## src/rtl/tlb_walk_ctrl.sv

```systemverilog
// tlb_walk_ctrl: two-level hardware page-table walker and TLB control sequencer.
// On a miss it reads the L1 directory entry and the L2 PTE through a single
// outstanding memory read port, then writes the translation into the TLB with
// one update strobe. Software invalidates share the same TLB control port and
// are serialised through the same FSM.
//
// Handshake semantics (all valid/ready pairs): a transfer happens on the rising
// clock edge where both valid and ready are high. A source holds valid and its
// payload stable until that edge; a sink may raise ready without waiting for
// valid. miss_ready is withheld while inval_valid is high in IDLE, so an
// invalidate that collides with a miss is taken first and the miss stays pending.
module tlb_walk_ctrl #(
  parameter int PAGE_INDEX_BITS = 20,
  parameter int ASID_WIDTH      = 8,
  parameter int PADDR_WIDTH     = 32,
  parameter int L2_IDX_BITS     = 10
) (
  input  logic                       clk,
  input  logic                       reset_n,
  // page-table base and flush
  input  logic [PAGE_INDEX_BITS-1:0] ptbr,
  input  logic                       flush,
  // miss request / response
  input  logic                       miss_valid,
  output logic                       miss_ready,
  input  logic [PAGE_INDEX_BITS-1:0] miss_vpage,
  input  logic [ASID_WIDTH-1:0]      miss_asid,
  output logic                       resp_valid,
  output logic                       resp_fault,
  // invalidate request
  input  logic                       inval_valid,
  output logic                       inval_ready,
  input  logic                       inval_all,
  input  logic [PAGE_INDEX_BITS-1:0] inval_vpage,
  input  logic [ASID_WIDTH-1:0]      inval_asid,
  // memory read port
  output logic                       mem_req_valid,
  input  logic                       mem_req_ready,
  output logic [PADDR_WIDTH-1:0]     mem_addr,
  input  logic                       mem_resp_valid,
  input  logic [31:0]                mem_resp_data,
  // TLB control
  output logic                       tlb_update_en,
  output logic                       tlb_invalidate_en,
  output logic                       tlb_invalidate_all_en,
  output logic [PAGE_INDEX_BITS-1:0] tlb_vpage_idx,
  output logic [ASID_WIDTH-1:0]      tlb_asid,
  output logic [PAGE_INDEX_BITS-1:0] tlb_ppage_idx,
  output logic                       tlb_present,
  output logic                       tlb_exe_writable,
  output logic                       tlb_supervisor,
  output logic                       tlb_global,
  output logic                       tlb_busy,
  // FSM state for observation
  output logic [3:0]                 dbg_state
);

  // Address arithmetic is done at the wider of the natural width and the
  // port width, then truncated to PADDR_WIDTH.
  localparam int FULL_W = PAGE_INDEX_BITS + 12;
  localparam int AW     = (FULL_W > PADDR_WIDTH) ? FULL_W : PADDR_WIDTH;

  typedef enum logic [3:0] {
    S_IDLE    = 4'd0,
    S_L1_REQ  = 4'd1,
    S_L1_WAIT = 4'd2,
    S_L2_REQ  = 4'd3,
    S_L2_WAIT = 4'd4,
    S_FILL    = 4'd5,
    S_SETTLE  = 4'd6,
    S_INVAL   = 4'd7,
    S_DRAIN   = 4'd8
  } state_t;

  state_t state_q, state_d;

  // latched request fields; shared by walks and invalidates
  logic [PAGE_INDEX_BITS-1:0] vpage_q;
  logic [ASID_WIDTH-1:0]      asid_q;
  logic [19:0]                dir_q;
  logic [PAGE_INDEX_BITS-1:0] ppage_q;
  logic                       present_q, exe_wr_q, super_q, global_q;

  // registered strobes
  logic upd_q, inv_q, inv_all_q, resp_q;

  // FSM decode helpers
  logic miss_accept, inval_accept, dir_load, pte_load, fault_now;

  logic [AW-1:0] l1_addr, l2_addr, addr_full;
  logic          unused_bits;

  // L1 / L2 PTE byte addresses from the latched vpage
  always_comb begin
    l1_addr = AW'({ptbr, 12'b0}) + (AW'(vpage_q[PAGE_INDEX_BITS-1:L2_IDX_BITS]) << 2);
    l2_addr = AW'({dir_q, 12'b0}) + (AW'(vpage_q[L2_IDX_BITS-1:0]) << 2);
  end

  // drive the request address only while a request is presented
  always_comb begin
    addr_full = '0;
    if (state_q == S_L1_REQ)      addr_full = l1_addr;
    else if (state_q == S_L2_REQ) addr_full = l2_addr;
  end

  assign mem_addr    = addr_full[PADDR_WIDTH-1:0];
  assign unused_bits = ^{mem_resp_data[11:4], addr_full};

  // state register
  always_ff @(posedge clk or negedge reset_n) begin
    if (!reset_n) state_q <= S_IDLE;
    else          state_q <= state_d;
  end

  // next-state logic and load enables
  always_comb begin
    state_d      = state_q;
    miss_accept  = 1'b0;
    inval_accept = 1'b0;
    dir_load     = 1'b0;
    pte_load     = 1'b0;
    unique case (state_q)
      S_IDLE: begin
        if (inval_valid) begin
          inval_accept = 1'b1;
          state_d      = S_INVAL;
        end else if (miss_valid) begin
          miss_accept = 1'b1;
          state_d     = S_L1_REQ;
        end
      end
      S_L1_REQ: begin
        // flush suppresses mem_req_valid, so nothing can be in flight
        if (flush)              state_d = S_IDLE;
        else if (mem_req_ready) state_d = S_L1_WAIT;
      end
      S_L1_WAIT: begin
        if (mem_resp_valid) begin
          // a response coinciding with flush is simply discarded
          if (flush || !mem_resp_data[0]) begin
            state_d = S_IDLE;
          end else begin
            dir_load = 1'b1;
            state_d  = S_L2_REQ;
          end
        end else if (flush) begin
          state_d = S_DRAIN;
        end
      end
      S_L2_REQ: begin
        if (flush)              state_d = S_IDLE;
        else if (mem_req_ready) state_d = S_L2_WAIT;
      end
      S_L2_WAIT: begin
        if (mem_resp_valid) begin
          if (flush) begin
            state_d = S_IDLE;
          end else begin
            pte_load = 1'b1;
            state_d  = S_FILL;
          end
        end else if (flush) begin
          state_d = S_DRAIN;
        end
      end
      S_FILL:   state_d = S_SETTLE;
      S_SETTLE: state_d = S_IDLE;
      S_INVAL:  state_d = S_SETTLE;
      S_DRAIN: begin
        if (mem_resp_valid) state_d = S_IDLE;
      end
      default:  state_d = S_IDLE;
    endcase
  end

  // request and translation field capture
  always_ff @(posedge clk or negedge reset_n) begin
    if (!reset_n) begin
      vpage_q   <= '0;
      asid_q    <= '0;
      dir_q     <= '0;
      ppage_q   <= '0;
      present_q <= 1'b0;
      exe_wr_q  <= 1'b0;
      super_q   <= 1'b0;
      global_q  <= 1'b0;
    end else begin
      if (miss_accept) begin
        vpage_q <= miss_vpage;
        asid_q  <= miss_asid;
      end else if (inval_accept) begin
        vpage_q <= inval_vpage;
        asid_q  <= inval_asid;
      end
      if (dir_load) dir_q <= mem_resp_data[31:12];
      if (pte_load) begin
        ppage_q   <= PAGE_INDEX_BITS'(mem_resp_data[31:12]);
        present_q <= mem_resp_data[0];
        exe_wr_q  <= mem_resp_data[1];
        super_q   <= mem_resp_data[2];
        global_q  <= mem_resp_data[3];
      end
    end
  end

  // one-cycle strobes, registered on entry to FILL / INVAL / SETTLE-after-FILL
  always_ff @(posedge clk or negedge reset_n) begin
    if (!reset_n) begin
      upd_q     <= 1'b0;
      inv_q     <= 1'b0;
      inv_all_q <= 1'b0;
      resp_q    <= 1'b0;
    end else begin
      upd_q     <= pte_load;
      inv_q     <= inval_accept && !inval_all;
      inv_all_q <= inval_accept && inval_all;
      resp_q    <= (state_q == S_FILL);
    end
  end

  // a faulting L1 entry is reported in the same cycle its data arrives
  assign fault_now = (state_q == S_L1_WAIT) && mem_resp_valid && !mem_resp_data[0] && !flush;

  assign miss_ready    = (state_q == S_IDLE) && !inval_valid;
  assign inval_ready   = (state_q == S_IDLE);
  assign mem_req_valid = ((state_q == S_L1_REQ) || (state_q == S_L2_REQ)) && !flush;

  assign resp_valid = resp_q | fault_now;
  assign resp_fault = fault_now;

  assign tlb_update_en         = upd_q;
  assign tlb_invalidate_en     = inv_q;
  assign tlb_invalidate_all_en = inv_all_q;
  assign tlb_vpage_idx         = vpage_q;
  assign tlb_asid              = asid_q;
  assign tlb_ppage_idx         = ppage_q;
  assign tlb_present           = present_q;
  assign tlb_exe_writable      = exe_wr_q;
  assign tlb_supervisor        = super_q;
  assign tlb_global            = global_q;
  assign tlb_busy              = (state_q != S_IDLE);
  assign dbg_state             = state_q;

endmodule
```

## config.mk

```make
export PLATFORM = sky130hd
export DESIGN_NAME = tlb_walk_ctrl
export DESIGN_NICKNAME = d
export VERILOG_FILES = /design/src/rtl/tlb_walk_ctrl.sv
export SDC_FILE = /design/constraint.sdc
export NUM_CORES = 1
export LEC_CHECK = 0
export CORE_UTILIZATION = 39
export DETAILED_ROUTE_END_ITERATION = 6
export PLACE_DENSITY_LB_ADDON = 0.08
export SYNTH_ARGS = -nofsm -noshare
export SYNTH_HDL_FRONTEND = slang
export SYNTH_SLANG_ARGS = --single-unit
```

## constraint.sdc

```tcl
create_clock -name clk -period 2.5 [get_ports clk]
set_clock_uncertainty 0.1 [all_clocks]
set_input_delay 0.375 -clock clk [delete_from_list [all_inputs] [get_ports clk]]
set_output_delay 0.375 -clock clk [all_outputs]
set_load 0.02 [all_outputs]
```

==> flow_metrics.env, run 1 <==
export IMPL_status="finished clean"
export IMPL_grt_usage=0.220
export IMPL_gr_usage_met1=0.265
export IMPL_hpwl_um=7910
export IMPL_num_io_pins=213
export IMPL_max_slew_worst_pin_slew_ns=0.604
export IMPL_cp_required_ns=2.03
export IMPL_dp_cells=669
export IMPL_vdd_drop_max_mv=0.539
export IMPL_grt_pass1_wl_um=17200
export IMPL_drive_above_1_share=0.160
export IMPL_grtUsageMet3=0.0404
export IMPL_async_flop_share=1.00
export IMPL_p_leak_nw=3.28
export IMPL_fmax_mhz=416
export IMPL_yosysSeqAreaShare=0.531
export IMPL_start_util=0.406
export IMPL_crit_path_end_kind="output port"
export IMPL_dr_pass1_iters=4
export IMPL_die_area_sq_um=10100
export IMPL_rsz0062_at_grt="no"
export IMPL_yosysUniqueCellTypes=36
export IMPL_cts_clk_slew_worst_paths_ns=0.08
export IMPL_drc=0
export IMPL_synth_cells=341
export IMPL_critPathKind="reg -> out"
export IMPL_final_common_cell="clkdlybuf4s50_1"
export IMPL_die_h_um=100
export IMPL_antennaDiodeCount=0
export IMPL_post_drt_wl_per_cell_um=15.7
export IMPL_postCtsSetupBuffers=0
export IMPL_grt_busiest_layer="met2"
export IMPL_layoutNonFillerInstCount=685
export IMPL_fin_setup_tns_ns=0
export IMPL_clkLatencyLatePin_ns=0.34
export IMPL_postRouteAntennaNets=0
export IMPL_hp_class="reg -> reg"
export IMPL_core_area_sq_um=9280
export IMPL_fin_crit_sh=0.962
export IMPL_crit_family="buffers and inverters"
export IMPL_rows=35
export IMPL_netlist_area_sq_um=3770
export IMPL_syn_avg_cell_area_sq_um=11.1
export IMPL_timing_final_ws_setup_ns=0.0940
export IMPL_clock_sinks=80
export IMPL_timing_slew_headroom=0.597
export IMPL_routed_wl_um=10800
export IMPL_cts_tree="built"
export IMPL_antenna_found_initial=0
export IMPL_max_stage_delay_ns=0.60
export IMPL_avgViaCountPerCell=4.90
export IMPL_gp_congestion=0.763
export IMPL_layout_common_cells="clkdlybuf4s50_1 (167), dfrtp_1 (79), nand2_1 (62), mux2_2 (44), dlymetal6s2s_1 (33)"
export IMPL_cp_max_fo=14
export IMPL_first_iter_violations=69
export IMPL_p_per_area_nw_per_um2=1160
export IMPL_final_nets=668
export IMPL_synth_ff_type="dfrtp_1"
export IMPL_period_needed_ns=2.41
export IMPL_hold_violations=0
export IMPL_slew_violations=0
export IMPL_start_kind="register"
export IMPL_grt_max_degree=47
export IMPL_yosys_warnings=0
export IMPL_cts_buffer_depth=2
export IMPL_grt_pass1_vias=3455
export IMPL_numPortBuffers=202
export IMPL_synth_edf_count=0
export IMPL_clockRootBuffer="clkbuf_8"
export IMPL_p_total_mw=7.34
export IMPL_crit_path_top_delay_cell="clkdlybuf4s50_1"
export IMPL_synthToLayoutAreaGrowth_pct=67.9
export IMPL_finalSetupViolations=0
export IMPL_pre_cts_slack_ns=0.126
export IMPL_htreeDepth=3
export IMPL_cts_buffers=9
export IMPL_maxCapViolCount=0
export IMPL_die_w_um=100
export IMPL_cp_arrival_ns=1.93
export IMPL_grt_util_met2=0.390
export IMPL_ys_ff_latch=80
export IMPL_path_cells="nor2_4, nand2_1, buf_4, nor2_1, clkdlybuf4s50_1"
export IMPL_grt_ovfl_total=0
export IMPL_path_buf_inv=2
export IMPL_vias=3357
[state kept, by name (all words and copies together) (netlist names)]
name                   cells
tlb_asid                   8
tlb_exe_writable           1
tlb_present                1
tlb_invalidate_en          1
dir_q                     20
tlb_global                 1
tlb_vpage_idx             20
dbg_state                  4
tlb_ppage_idx             20
resp_q                     1
tlb_invalidate_all_en      1
tlb_supervisor             1
tlb_update_en              1
[synthesized netlist by cell type, types with 2 or more instances]
cell type  instances  area share
dfrtp_1           80        0.53
nand2_1           62       0.062
inv_1              2      0.0020
mux2_2            44        0.13
nor3_1             3      0.0040
nor2b_1            7       0.012
nor2_1            32       0.032
nand2b_1           4      0.0066
buf_6              2      0.0060
clkbuf_1          10       0.010
buf_4              2      0.0040
a22oi_1           28       0.056
buf_2             10       0.013
o21bai_1           2      0.0040
mux2i_1           30       0.080
a21oi_1            3      0.0040
[per-layer routing]
layer	part of all wire	routed length [um]
met1	0.40	4350
met2	0.52	5620
met3	0.052	562
met4	0.024	254
met5	0	0
[final timing paths]
check                             start          endpoint  slack, ns  depth (start not counted)
max                        dbg_state[3]      mem_addr[25]       0.09                          5
min                         tlb_asid[5]       tlb_asid[5]       0.38                          2
max reg2reg                dbg_state[0]  tlb_vpage_idx[8]       0.50                          8
min reg2reg                 tlb_asid[5]       tlb_asid[5]       0.38                          2
max in group asynchronous       reset_n         dir_q[19]       1.20                          3
min in group asynchronous       reset_n       tlb_asid[1]       0.50                          2
[timing repair]
action,4_1_cts,5_1_grt
gates resized for setup,4,35
hold buffers,1,0
gates cloned,0,0
endpoints found under the hold margin,45,0
setup endpoints to repair,32,35
[per-stage QoR]
step | utilization | cell area (sq um) | hold WS (ns)
floorplan | - | 3770 | -0.0206
global placement | 0.647 | 6010 | 0.326
detailed placement | 0.647 | 6010 | 0.330
CTS | 0.672 | 6240 | 0.383
global route | 0.682 | 6330 | 0.397
finish | 0.682 | 6330 | 0.377
[cells by family (layout without fill, tap and decap cells)]
group,Yosys count,in the layout,synth area share
buffers and inverters,27,241,0.0362
AOI/OAI and AO/OA,41,41,0.0790
DFF,80,80,0.531
and+or+nand+nor,118,118,0.142
muxes,74,74,0.211
other,1,2,0.000994
[worst min-delay path: stages, from the launching register on]
cell	delay [ns]
dfrtp_1	0.35
nand2_1	0.05
nand2_1	0.05
[power by group]
group	leakage [nW]	switching, mW	internal, mW
sequential	1.00	0.339	1.90
clock	0.101	0.467	0.553
combinational	2.17	2.07	2.01
total	3.28	2.87	4.47
[area by class of cell]
| class | count | area, sq um |
|---|---|---|
| inverter | 3 | 11.3 |
| timing repair buffer | 223 | 2290 |
| tap | 129 | 161 |
| clock inverter | 6 | 85.1 |
| clock buffer | 9 | 124 |
| sequential | 80 | 2000 |
| fill | 754 | 2950 |
| multi-input combinational | 235 | 1660 |
Power figures use the tool's default switching activity.
==> run 2: changes to the inputs <==
--- a/config.mk
+++ b/config.mk
@@ -5,9 +5,11 @@
 export SDC_FILE = /design/constraint.sdc
 export NUM_CORES = 1
 export LEC_CHECK = 0
+export CAP_MARGIN = 20
 export CORE_UTILIZATION = 39
 export DETAILED_ROUTE_END_ITERATION = 6
 export PLACE_DENSITY_LB_ADDON = 0.08
+export SETUP_SLACK_MARGIN = 0.1
 export SYNTH_ARGS = -nofsm -noshare
 export SYNTH_HDL_FRONTEND = slang
 export SYNTH_SLANG_ARGS = --single-unit
==> run 2 against run 1 <==
  * Hold slack hardly changed
  * Register-to-register slack about the same
  * Sequential power is essentially flat
  * Combinational power fell by 2%
  * Power is 1.5% lower
  * Maximum frequency increased by 8.5%
  * Die area is the same
  * Setup slack better by 0.19 ns
  * Sequential cell count stayed put
  * Utilization down 1.4 points
  * First-iteration DRC count is 19% lower
  * Clock power about the same
==> flow_metrics.env, run 2 (synthesis results as in run 1) <==
export IMPL_status="finished clean"
export IMPL_hp_start="tlb_asid[5]"
export IMPL_layout_common_cells="clkdlybuf4s50_1 (165), dfrtp_1 (79), nand2_1 (62), mux2_2 (44), dlygate4sd2_1 (35)"
export IMPL_cts_clk_slew_worst_paths_ns=0.08
export IMPL_htreeDepth=3
export IMPL_cts_tree="built"
export IMPL_first_iter_violations=56
export IMPL_drive_above_1_share=0.158
export IMPL_drc=0
export IMPL_post_drt_wl_per_cell_um=15.6
export IMPL_p_leak_nw=2.88
export IMPL_num_io_pins=213
export IMPL_slew_violations=0
export IMPL_reg2reg_setup_slack_ns=0.50
export IMPL_critPathKind="reg -> out"
export IMPL_rows=35
export IMPL_core_area_sq_um=9280
export IMPL_dr_pass1_iters=4
export IMPL_cts_buffer_depth=2
export IMPL_cts_buffers=9
export IMPL_maxCapViolCount=0
export IMPL_start_util=0.406
export IMPL_max_slew_worst_pin_slew_ns=0.602
export IMPL_crit_path_end_kind="output port"
export IMPL_hold_depth=2
export IMPL_gp_congestion=0.763
export IMPL_clock_sinks=80
export IMPL_final_common_cell="clkdlybuf4s50_1"
export IMPL_fin_crit_sh=0.887
export IMPL_finalSetupViolations=0
export IMPL_p_per_area_nw_per_um2=1170
export IMPL_antenna_found_initial=0
export IMPL_grt_ovfl_total=0
export IMPL_grt_max_degree=47
export IMPL_final_nets=668
export IMPL_start_kind="register"
export IMPL_numPortBuffers=202
export IMPL_hpwl_um=7910
export IMPL_clockRootBuffer="clkbuf_8"
export IMPL_die_w_um=100
export IMPL_fin_setup_tns_ns=0
export IMPL_avgViaCountPerCell=4.86
export IMPL_die_area_sq_um=10100
export IMPL_vias=3327
export IMPL_vdd_drop_max_mv=0.533
export IMPL_die_h_um=100
export IMPL_reg2reg_from="dbg_state[0]"
export IMPL_synthToLayoutAreaGrowth_pct=64.3
export IMPL_cp_max_fo=11
export IMPL_n_fill_cell=787
export IMPL_cp_required_ns=2.03
export IMPL_fmax_mhz=451
export IMPL_r2r_end="tlb_vpage_idx[8]"
export IMPL_p_total_mw=7.23
export IMPL_min_to="tlb_asid[5]"
export IMPL_pre_cts_slack_ns=0.126
export IMPL_grt_pass1_wl_um=17100
export IMPL_hold_violations=0
export IMPL_grt_usage=0.220
export IMPL_postRouteAntennaNets=0
export IMPL_period_needed_ns=2.22
export IMPL_rsz0062_at_grt="no"
export IMPL_postCtsSetupBuffers=0
export IMPL_reg2regPathDepth=8
export IMPL_routed_wl_um=10700
export IMPL_cp_arrival_ns=1.74
export IMPL_clkLatencyLatePin_ns=0.34
export IMPL_timing_final_ws_setup_ns=0.283
export IMPL_grt_pass1_vias=3449
export IMPL_timing_slew_headroom=0.598
export IMPL_hp_class="reg -> reg"
export IMPL_antennaDiodeCount=0
run 2: cell count changes in the layout (fill, tap and decap cells not counted), sizes merged:
cell / delta
clkdlybuf4s50: -2
dlygate4sd2: +34
dlymetal6s2s: -32
run 2: worst max-delay path, stage by stage, from the launching register on:
cell and delay (ns):
dfrtp_1 0.40, buf_4 0.19, nor4_4 0.27, buf_4 0.18, inv_2 0.05, dlygate4sd2_1 0.32
run 2: how the worst max path moves through the flow:
| stage | from | end | cells past startpoint | slack, ns |
|---|---|---|---|---|
| final | dbg_state[0] | tlb_busy | 5 | 0.28 |
| after global routing | dbg_state[3] | mem_addr[4] | 5 | 0.15 |
| after CTS | dbg_state[1] | resp_fault | 4 | 0.10 |
| after detailed placement | flush | resp_valid | 5 | 0.13 |
| after global placement | flush | resp_valid | 5 | 0.13 |
| after floorplan | dbg_state[0] | resp_valid | 5 | 0.30 |
run 2: cell type report:
type	instances	area, sq um	share of cell area
Clock inverter	6	85.1	0.0137
Tap cell	129	161	0.0260
Multi-Input combinational cell	235	1650	0.265
Sequential cell	80	2000	0.323
Inverter	3	11.3	0.00182
Clock buffer	9	124	0.0200
Timing Repair Buffer	223	2170	0.350
run 2: repair_timing:
action	4_1_cts	5_1_grt
setup endpoints to repair	36	1
resized for setup	38	1
hold endpoints to repair	45	0
hold buffers	1	0
run 2: through the flow:
stage | cells | util | hold slack [ns] | cell area [sq um]
floorplan | 342 | - | -0.0206 | 3770
global placement | 669 | 0.647 | 0.326 | 6010
detailed placement | 669 | 0.647 | 0.330 | 6010
CTS | 685 | 0.667 | 0.383 | 6190
global route | 685 | 0.668 | 0.397 | 6200
finish | 685 | 0.668 | 0.377 | 6200
run 2: report_power, final:
group,internal [mW],switching (mW),total [mW],leakage (nW)
registers,1.90,0.335,2.24,1.00
clock network,0.553,0.466,1.02,0.101
logic,1.91,2.06,3.97,1.78
total,4.37,2.86,7.23,2.88
run 2: routing by layer:
| metal | global-route usage | routed length [um] |
|---|---|---|
| met4 | 0.0870 | 253 |
| met3 | 0.0397 | 513 |
| met2 | 0.390 | 5530 |
| met1 | 0.264 | 4380 |
| met5 | 0 | 0 |
==> run 3: changes to the inputs <==
--- a/config.mk
+++ b/config.mk
@@ -6,6 +6,7 @@
 export NUM_CORES = 1
 export LEC_CHECK = 0
 export CAP_MARGIN = 20
+export CORE_ASPECT_RATIO = 0.5
 export CORE_UTILIZATION = 39
 export DETAILED_ROUTE_END_ITERATION = 6
 export PLACE_DENSITY_LB_ADDON = 0.08
==> run 3 against run 2 <==
  * The flow now finishes with violations (negative hold slack)
  * First-iteration DRC count up 52%
  * Utilization up 2.5 points
  * Die area up 0.23%
  * Sequential share of layout area down 0.34 points
  * Non-clock buffer count unchanged
  * Cell area up 1.0%
  * Register-to-register slack better by 0.02 ns
  * Largest cell class unchanged
  * Largest power group unchanged
==> flow_metrics.env, run 3 (synthesis results as in run 1) <==
export IMPL_status="finished with violations"
export IMPL_violations="negative hold slack"
export IMPL_hold_violations=15
export IMPL_numPortBuffers=202
export IMPL_drc=0
export IMPL_fin_setup_tns_ns=0
export IMPL_first_iter_violations=85
export IMPL_whs_ns=-0.0137
export IMPL_htreeDepth=3
export IMPL_placed_cell_area_sq_um=6020
export IMPL_max_slew_worst_pin_slew_ns=0.679
export IMPL_dp_cells=671
export IMPL_grt_max_degree=52
export IMPL_hp_class="in -> async"
export IMPL_start_util=0.417
export IMPL_grt_ovfl_total=0
export IMPL_drive_above_1_share=0.160
export IMPL_rsz0062_at_grt="no"
export IMPL_clockPowerShare=0.161
export IMPL_final_cell_area_sq_um=6260
export IMPL_crit_path_end_kind="output port"
export IMPL_n_fill_cell=712
export IMPL_max_stage_delay_ns=0.39
export IMPL_postRouteAntennaNets=0
export IMPL_clock_sinks=80
export IMPL_fin_crit_sh=0.884
export IMPL_gp_congestion=0.781
export IMPL_path_cells="nor2_2, nand2_1, buf_4, nor2_1, dlygate4sd2_1"
export IMPL_cp_arrival_ns=1.73
export IMPL_holdBufCountCts=0
export IMPL_core_area_sq_um=9040
export IMPL_hpwl_um=8050
export IMPL_postLayoutCoreUtil=0.693
export IMPL_die_w_um=141
export IMPL_vdd_drop_max_mv=0.548
export IMPL_rows=24
export IMPL_cts_tree="built"
export IMPL_p_int_mw=4.52
export IMPL_reg2reg_from="dbg_state[0]"
export IMPL_layoutNonFillerInstCount=687
export IMPL_num_io_pins=213
export IMPL_seqCellArea_sq_um=2000
export IMPL_period_needed_ns=2.21
export IMPL_avgViaCountPerCell=4.76
export IMPL_fmax_mhz=453
export IMPL_clkLatencyLatePin_ns=0.32
export IMPL_start_kind="register"
export IMPL_grt_pass1_vias=3336
export IMPL_seqPwrFrac=0.306
export IMPL_antennaDiodeCount=0
export IMPL_vias=3272
export IMPL_antenna_found_initial=0
export IMPL_clockRootBuffer="clkbuf_16"
export IMPL_critPathKind="reg -> out"
export IMPL_dr_pass1_iters=4
export IMPL_p_per_area_nw_per_um2=1190
export IMPL_cp_required_ns=2.03
export IMPL_die_h_um=71.5
export IMPL_multi_input_area_sq_um=1650
export IMPL_postCtsSetupBuffers=0
export IMPL_layout_common_cells="clkdlybuf4s50_1 (165), dfrtp_1 (79), nand2_1 (62), mux2_2 (44), dlygate4sd2_1 (34)"
export IMPL_grt_pass1_wl_um=16800
export IMPL_cts_clk_slew_worst_paths_ns=0.06
export IMPL_final_common_cell="clkdlybuf4s50_1"
export IMPL_final_nets=668
export IMPL_pwr_share_comb=0.533
export IMPL_crit_start="dbg_state[3]"
export IMPL_post_drt_wl_per_cell_um=15.6
export IMPL_crit_path_top_delay_cell="dfrtp_1"
export IMPL_routed_wl_um=10700
export IMPL_die_area_sq_um=10100
export IMPL_p_switching_mw=2.91
export IMPL_finalSetupViolations=0
export IMPL_slew_violations=0
export IMPL_p_sw_frac=0.392
export IMPL_maxCapViolCount=0
export IMPL_grt_usage=0.218
export IMPL_cts_buffers=9
export IMPL_cts_buffer_depth=2
export IMPL_cp_max_fo=19
export IMPL_synthToLayoutAreaGrowth_pct=66.1
export IMPL_p_leak_nw=2.91
export IMPL_timing_slew_headroom=0.547
## run 3: cell count changes in the layout (fill, tap and decap cells not counted), moves of 2 or more
cell       delta
clkbuf_16     +9
clkbuf_8      -8
buf_4         +2
bufinv_16     -2
## run 3: area by class of cell
| class | count | area share |
|---|---|---|
| timing repair buffer | 223 | 0.345 |
| sequential | 80 | 0.320 |
| multi-input combinational | 235 | 0.263 |
| clock buffer | 11 | 0.0388 |
| tap | 130 | 0.0260 |
| clock inverter | 5 | 0.00519 |
| inverter | 3 | 0.00180 |
## run 3: timing repair
item                       in CTS  in global routing
gates resized for setup        37                  2
setup endpoints to repair      36                  2
cloned                          0                  0
## run 3: critical path, delay by kind of cell, from the launching register on
family                 cells  cell delay (ns)
DFF                        1             0.39
buffers and inverters      2             0.59
and+or+nand+nor            3             0.42
## run 3: path summary, 6_finish.rpt
check	end	slack [ns]	cells after the start
worst max-delay path	mem_addr[7]	0.29	5
worst min-delay path	tlb_vpage_idx[4]	-0.01	1
worst max register to register	tlb_vpage_idx[5]	0.52	8
worst min register to register	tlb_asid[4]	0.38	2
max in group asynchronous	tlb_ppage_idx[11]	1.70	2
min in group clk	tlb_asid[4]	0.38	2
## run 3: through the flow
step                total power [mW]  hold WS, ns  setup WS, ns
finish                          7.43      -0.0137         0.291
global route                    7.89       0.0300         0.114
CTS                             7.52      0.00836         0.160
detailed placement              6.43        0.363        0.0556
global placement                6.36        0.356        0.0929
floorplan                       4.46      -0.0206         0.295
## run 3: routing by layer
metal	vias to the layer above	part of all wire	track usage
met5	-	0	0
met1	1542	0.43	0.273
met2	122	0.49	0.371
met3	9	0.075	0.0635
li1	1599	-	-
met4	0	0.0094	0.0628
## run 3: power groups by stage
stage | combinational, mW | sequential (mW) | clock (mW)
after floorplan | 1.67 | 2.79 | 0
after global placement | 4.07 | 2.28 | 0
after detailed placement | 4.13 | 2.30 | 0
after CTS | 4.01 | 2.28 | 1.23
after global routing | 4.25 | 2.36 | 1.28
final | 3.96 | 2.28 | 1.20
